[src/rtl/bias_add_stage_if.sv]
// Row stream carrying one wide row per valid/ready handshake.
// last marks the final row of an instruction.
interface bias_add_stage_if #(
  parameter int W = 512
);
  logic         valid;
  logic         ready;
  logic         last;
  logic [W-1:0] data;

  modport master (output valid, data, last, input ready);
  modport slave  (input valid, data, last, output ready);
endinterface

[src/rtl/bias_add_stage.sv]
// Fetches one bias row from the bias buffer, then adds it lane-wise to each input row and streams the result.
// Define BIAS_ADD_RELU_EN to clamp every negative lane sum to zero in the same cycle.
//
// state  | meaning
// IDLE   | wait for ap_start, latch buffer addr and row_count
// FETCH  | one-cycle read enable on the bias buffer
// WAIT   | capture the returned bias row
// STREAM | accept input rows, load biased rows into the output register
// DRAIN  | last row accepted, hold it until the consumer takes it
// DONE   | one-cycle ap_done
module bias_add_stage #(
  parameter int BIAS_INST_LENGTH   = 128,
  parameter int C_M_AXI_DATA_WIDTH = 512,
  parameter int C_ADDER_BIT_WIDTH  = 32,
  parameter int C_BUF_ADDR_WIDTH   = 9
) (
  input  logic                          kernel_clk,
  input  logic                          kernel_rst,
  input  logic                          ap_start,
  output logic                          ap_done,
  input  logic [BIAS_INST_LENGTH-1:0]   ctrl_instruction,
  output logic                          bias_read_buffer_en,
  output logic [C_BUF_ADDR_WIDTH-1:0]   bias_read_buffer_addr,
  input  logic [C_M_AXI_DATA_WIDTH-1:0] bias_read_buffer_data,
  bias_add_stage_if.slave               in_row,
  bias_add_stage_if.master              out_row
);

  localparam int LANES = C_M_AXI_DATA_WIDTH / C_ADDER_BIT_WIDTH;

  typedef enum logic [2:0] {
    S_IDLE, S_FETCH, S_WAIT, S_STREAM, S_DRAIN, S_DONE
  } state_t;

  state_t                          state_q, state_d;
  logic [C_BUF_ADDR_WIDTH-1:0]     addr_q;
  logic [15:0]                     count_q;
  logic [15:0]                     seen_q;
  logic [C_M_AXI_DATA_WIDTH-1:0]   bias_q;
  logic [C_M_AXI_DATA_WIDTH-1:0]   data_q;
  logic                            valid_q;
  logic                            last_q;
  logic [C_M_AXI_DATA_WIDTH-1:0]   biased;
  logic [C_ADDER_BIT_WIDTH-1:0]    lane_sum;
  logic                            in_ready;
  logic                            accept;
  logic                            last_row;
  logic [15:0]                     inst_count;

  assign inst_count = ctrl_instruction[63:48];
  // count_q is at most 0xFFFF, so seen_q never needs to exceed 0xFFFE here
  assign last_row   = (seen_q == count_q - 16'd1);
  assign accept     = in_ready && in_row.valid;

  logic unused_bits;
  assign unused_bits = ^{ctrl_instruction[BIAS_INST_LENGTH-1:64],
                         ctrl_instruction[47:32+C_BUF_ADDR_WIDTH],
                         ctrl_instruction[31:0], in_row.last};

  always_comb begin
    biased   = '0;
    lane_sum = '0;
    for (int k = 0; k < LANES; k++) begin
      lane_sum = bias_q[k*C_ADDER_BIT_WIDTH +: C_ADDER_BIT_WIDTH]
               + in_row.data[k*C_ADDER_BIT_WIDTH +: C_ADDER_BIT_WIDTH];
`ifdef BIAS_ADD_RELU_EN
      if (lane_sum[C_ADDER_BIT_WIDTH-1]) lane_sum = '0;
`else
`endif
      biased[k*C_ADDER_BIT_WIDTH +: C_ADDER_BIT_WIDTH] = lane_sum;
    end
  end

  always_comb begin
    state_d             = state_q;
    ap_done             = 1'b0;
    bias_read_buffer_en = 1'b0;
    in_ready            = 1'b0;
    case (state_q)
      S_IDLE:   if (ap_start) state_d = (inst_count == 16'd0) ? S_DONE : S_FETCH;
      S_FETCH: begin
        bias_read_buffer_en = 1'b1;
        state_d             = S_WAIT;
      end
      S_WAIT:   state_d = S_STREAM;
      S_STREAM: begin
        in_ready = !valid_q || out_row.ready;
        if (in_ready && in_row.valid && last_row) state_d = S_DRAIN;
      end
      S_DRAIN:  if (out_row.ready) state_d = S_DONE;
      S_DONE: begin
        ap_done = 1'b1;
        state_d = S_IDLE;
      end
      default:  state_d = S_IDLE;
    endcase
  end

  always_ff @(posedge kernel_clk) begin
    if (kernel_rst) begin
      state_q <= S_IDLE;
      addr_q  <= '0;
      count_q <= '0;
      seen_q  <= '0;
      bias_q  <= '0;
      data_q  <= '0;
      valid_q <= 1'b0;
      last_q  <= 1'b0;
    end else begin
      state_q <= state_d;
      if (state_q == S_IDLE && ap_start) begin
        addr_q  <= ctrl_instruction[32 +: C_BUF_ADDR_WIDTH];
        count_q <= inst_count;
        seen_q  <= '0;
      end
      if (state_q == S_WAIT) bias_q <= bias_read_buffer_data;
      if (accept) begin
        data_q  <= biased;
        valid_q <= 1'b1;
        last_q  <= last_row;
        seen_q  <= seen_q + 16'd1;
      end else if (valid_q && out_row.ready) begin
        valid_q <= 1'b0;
        last_q  <= 1'b0;
      end
    end
  end

  assign bias_read_buffer_addr = addr_q;
  assign in_row.ready          = in_ready;
  assign out_row.valid         = valid_q;
  assign out_row.data          = data_q;
  assign out_row.last          = last_q;

endmodule

[src/flat_wrapper.sv]
// flat-port wrapper written by rule: the top's interface ports become plain ports
module bias_add_stage_flat 
#(
  parameter int BIAS_INST_LENGTH   = 128,
  parameter int C_M_AXI_DATA_WIDTH = 512,
  parameter int C_ADDER_BIT_WIDTH  = 32,
  parameter int C_BUF_ADDR_WIDTH   = 9
)
  (kernel_clk, kernel_rst, ap_start, ap_done, ctrl_instruction, bias_read_buffer_en, bias_read_buffer_addr, bias_read_buffer_data, in_row_valid, in_row_data, in_row_last, in_row_ready, out_row_valid, out_row_data, out_row_last, out_row_ready);
  bias_add_stage_if #(.W((512))) in_row_i ();
  bias_add_stage_if #(.W((512))) out_row_i ();
  input  logic kernel_clk;
  input  logic kernel_rst;
  input  logic ap_start;
  output logic ap_done;
  input  logic [BIAS_INST_LENGTH-1:0] ctrl_instruction;
  output logic bias_read_buffer_en;
  output logic [C_BUF_ADDR_WIDTH-1:0] bias_read_buffer_addr;
  input  logic [C_M_AXI_DATA_WIDTH-1:0] bias_read_buffer_data;
  input wire logic [$bits(in_row_i.valid)-1:0] in_row_valid;
  input wire logic [$bits(in_row_i.data)-1:0] in_row_data;
  input wire logic [$bits(in_row_i.last)-1:0] in_row_last;
  output wire logic [$bits(in_row_i.ready)-1:0] in_row_ready;
  output wire logic [$bits(out_row_i.valid)-1:0] out_row_valid;
  output wire logic [$bits(out_row_i.data)-1:0] out_row_data;
  output wire logic [$bits(out_row_i.last)-1:0] out_row_last;
  input wire logic [$bits(out_row_i.ready)-1:0] out_row_ready;
  assign in_row_i.valid = in_row_valid;
  assign in_row_i.data = in_row_data;
  assign in_row_i.last = in_row_last;
  assign in_row_ready = in_row_i.ready;
  assign out_row_valid = out_row_i.valid;
  assign out_row_data = out_row_i.data;
  assign out_row_last = out_row_i.last;
  assign out_row_i.ready = out_row_ready;
  bias_add_stage #(.BIAS_INST_LENGTH(BIAS_INST_LENGTH), .C_M_AXI_DATA_WIDTH(C_M_AXI_DATA_WIDTH), .C_ADDER_BIT_WIDTH(C_ADDER_BIT_WIDTH), .C_BUF_ADDR_WIDTH(C_BUF_ADDR_WIDTH)) u_core (.kernel_clk(kernel_clk), .kernel_rst(kernel_rst), .ap_start(ap_start), .ap_done(ap_done), .ctrl_instruction(ctrl_instruction), .bias_read_buffer_en(bias_read_buffer_en), .bias_read_buffer_addr(bias_read_buffer_addr), .bias_read_buffer_data(bias_read_buffer_data), .in_row(in_row_i), .out_row(out_row_i));
endmodule
[config.mk]
export PLATFORM = sky130hd
export DESIGN_NAME = bias_add_stage_flat
export DESIGN_NICKNAME = d
export VERILOG_FILES = /design/src/rtl/bias_add_stage_if.sv /design/src/rtl/bias_add_stage.sv /design/src/flat_wrapper.sv
export SDC_FILE = /design/constraint.sdc
export NUM_CORES = 2
export LEC_CHECK = 0
export ABC_CLOCK_PERIOD_IN_PS = 3700
export BUFFER_PORTS_ARGS = -buffer_cell sky130_fd_sc_hd__buf_4
export CAP_MARGIN = 10
export CORE_AREA = 2 2 664 666
export DETAILED_ROUTE_END_ITERATION = 10
export DIE_AREA = 0 0 666 668
export GPL_TIMING_DRIVEN = 0
export HOLD_SLACK_MARGIN = 0.08
export SLEW_MARGIN = 25
export SYNTH_ARGS = -nofsm -noshare
export SYNTH_HDL_FRONTEND = slang
export SYNTH_SLANG_ARGS = --single-unit
[constraint.sdc]
create_clock -name kernel_clk -period 3.7 [get_ports kernel_clk]
set_clock_uncertainty 0.2 [all_clocks]
set_input_delay 0.37 -clock kernel_clk [delete_from_list [all_inputs] [get_ports kernel_clk]]
set_output_delay 0.37 -clock kernel_clk [all_outputs]
set_load 0.03 [all_outputs]
==> run metrics <==
endpoint required time on the critical path 4.26 ns; die height approximately 670 µm; clk_lat worst skew 0.90 ns; Slew @ Worst Pin 1.100 ns; initial core utilization 13.84%; area added between synthesis and finish 71.11%; CORE AREA 0.4372 mm²; drt drc 0; worst path arrival time 4.19 ns; area post-placement 0.08138 mm²; count of cell types in the netlist 87; met2 WL post-DR 231300 µm; Placed Instances 15.25k; final design area excluding fillers a little over 0.1 mm²; maximum number of pins on one net before global-route repair 18; combinational group share of total power 26.6%; global placement routability congestion 0.9877; share of cells above drive strength 1 19.25%; fraction of the cycle the final worst path needs 97.98%; Sw Ratio 33.62%; synthesized instance count 7849; met1 routed wirelength after detailed routing 199700 µm; total global-route track usage 22.13%; mean post-synth cell area 7.707 µm²; power per standard cell area 374.0 mW/mm²; total gr overflow 0; count of flip-flops with a built-in enable after synthesis 0; synthesized net count 9521; num ports 1684; portion of synthesized cell area occupied by the leading cell type 35.41%; final hold slack ~0.12 ns; number of nets in the finished design 12.90k; worst setup path class primary input to register; result of the run completed; TritonCTS buffer count about 150; initial antenna violation count 193; kind of capture point of the worst setup path register; starting DRC count in detailed routing approximately 5.7k; DRT Wirelength slightly above 500000 µm; count of yosys warnings during synthesis 0; antenna violation net count after detailed routing 0; share of power burned in the clock network 41.5%; port bufs 1578; type of origin of the critical path primary input; Total Negative Setup Slacks 0 ns; wire length of the first global-routing pass 662700 µm; register share of total power 31.9%; clock-pin slew on the worst setup and hold paths about 0.050 ns; #FFs+latches synth around 1.1k; total power 38.71 mW; metal3 WL about 53000 µm; placed wire-length estimate 433700 µm; leakage power 43.45 nW; Layout fillers 47.53k; vias in the first global route 73.45k; final count of negative-setup-slack endpoints 0; number of max-cap violations 0; biggest area contributors in the synthesized netlist sky130_fd_sc_hd__dfxtp_1, sky130_fd_sc_hd__nand2_1, sky130_fd_sc_hd__ha_1, sky130_fd_sc_hd__a21oi_1, sky130_fd_sc_hd__xnor2_1; post-layout min period 3.625 ns; routed vias/inst around 4.3; maximum clock insertion buffer count 4; number of detailed-routing iterations run before antenna repair 5; H-tree depth 4; CP Max Fanout 4; Max-slew headroom 26.67%; area leader, netlist sky130_fd_sc_hd__dfxtp_1; internal power summed over all cells 25.70 mW; total number of vias 75.03k; width of the die approximately 670 µm; Die Outline Area 0.4449 mm²; post-synthesis instance area 0.06049 mm²; most used standard cell by instance count after synthesis sky130_fd_sc_hd__nand2_1; Hold WC Path Type primary input to register; Fmax achieved approximately 280 MHz; max-slew violation count 0; topmost layer with routed signal wires met5; Cell Count, Final, Fillers Out roughly 17k; prevailing post-synth register cell sky130_fd_sc_hd__dfxtp_1; sequential share of the synthesized area 35.41%; Cell Rows 243; clock root buffer sky130_fd_sc_hd__clkbuf_16; mean routed wirelength per cell 29.91 µm; clock sink count 1070; Async S/R FF share, synth 0%; reported net switching power ~13 mW; maximum ir drop on the vdd rail 356.1 µV; Final Hold Fails 0; TritonCTS clock tree built; commonest cells in the netlist sky130_fd_sc_hd__nand2_1, sky130_fd_sc_hd__a21oi_1, sky130_fd_sc_hd__dfxtp_1
state kept, by name, indices dropped and copies added (netlist names):
| signal | cells |
|---|---|
| u_core.bias_q | 512 |
| u_core.bias_read_buffer_addr | 9 |
| u_core.count_q | 16 |
| u_core.out_row.data | 512 |
| u_core.out_row.last | 1 |
| u_core.out_row.valid | 1 |
| u_core.seen_q | 16 |
| u_core.state_q | 3 |
worst max-delay path: stages:
cell	delay, ns
sky130_fd_sc_hd__dlygate4sd3_1	0.67
sky130_fd_sc_hd__buf_4	0.18
sky130_fd_sc_hd__ha_1	0.19
sky130_fd_sc_hd__inv_1	0.07
sky130_fd_sc_hd__fa_1	0.42
sky130_fd_sc_hd__nor2b_2	0.17
sky130_fd_sc_hd__o21ai_1	0.13
sky130_fd_sc_hd__a21boi_4	0.18
sky130_fd_sc_hd__buf_12	0.13
sky130_fd_sc_hd__o2111ai_4	0.18
sky130_fd_sc_hd__a211o_1	0.41
sky130_fd_sc_hd__a211o_4	0.42
sky130_fd_sc_hd__o21ai_2	0.17
sky130_fd_sc_hd__a21oi_1	0.10
sky130_fd_sc_hd__xor2_1	0.17
sky130_fd_sc_hd__a211oi_2	0.22
kinds of logic after synthesis:
| group | synth area share [%] |
|---|---|
| compound gates | 24.04 |
| xor+xnor | 5.646 |
| fa+ha+maj | 10.83 |
| buf+inv | 3.469 |
| flops | 35.41 |
| mux | 0.2668 |
| simple gates | 20.34 |
through the flow:
stage	util [%]	worst slack, ns
global placement	18.19	-5.041
floorplan	-	0.5552
finish	23.68	0.07470
CTS	23.45	0.008181
detailed placement	18.61	-1.232
global route	23.64	-0.01305
cells in the final DEF, fill, tap and decap left out, drive strengths merged, types with 105 or more instances in the layout:
master,Yosys,routed
a21o,259,259
nand2,1870,1870
xnor2,240,240
a211oi,111,111
nand3,110,110
clkbuf,387,582
nor3,105,105
nor2,371,371
inv,166,179
xor2,150,150
o21ai,374,374
dfxtp,1070,1070
buf,6,1679
a21oi,1204,1204
dlygate4sd3,0,1557
diode,0,149
ha,498,498
power by group through the flow:
stage | logic [mW] | clock network [mW] | registers, mW
floorplan | 3.96 | 0 | 12.8
global placement | 8.21 | 0 | 12.6
detailed placement | 8.37 | 0 | 12.6
CTS | 10.2 | 16.4 | 12.3
global route | 11.0 | 16.8 | 12.4
finish | 10.3 | 16.0 | 12.4
path summary, 6_finish.rpt:
path,startpoint,end,slack [ns],cells after the start
worst max-delay path,in_row_data[320],u_core.out_row.data[348]$_SDFFE_PP0P_,0.07,16
worst min-delay path,in_row_data[244],u_core.out_row.data[244]$_SDFFE_PP0P_,0.12,5
worst max register to register,u_core.bias_q[481]$_SDFFE_PP0P_,u_core.out_row.data[505]$_SDFFE_PP0P_,0.08,12
worst min register to register,u_core.out_row.data[504]$_SDFFE_PP0P_,u_core.out_row.data[504]$_SDFFE_PP0P_,0.25,2
area by class of cell:
cell class / instances / area (µm²) / area share [%]
Buffer: 388 / 1668 / 1.611
Antenna cell: 149 / 372.9 / 0.3602
Clock inverter: 74 / 980.9 / 0.9477
Tap cell: 5757 / 7203 / 6.959
Inverter: 166 / 623.1 / 0.6020
Timing Repair Buffer: 3228 / 29190 / 28.20
Clock buffer: 202 / 4287 / 4.141
Multi-Input combinational cell: 6220 / 37760 / 36.48
Sequential cell: 1070 / 21420 / 20.69
layer usage:
metal / vias up / global-route usage, %
li1: 34440 / -
met5: - / 0
met1: 35980 / 25.43
met4: 52 / 11.53
met2: 3451 / 35.65
met3: 1120 / 8.343
timing repair:
item,CTS,global route
pin swaps,4,27
endpoints found under the hold margin,1015,0
setup buffers,5,17
hold buffers,1557,0
endpoints found under the setup margin,254,139
gates resized for setup,50,105
(Power assumes the default switching activity.)
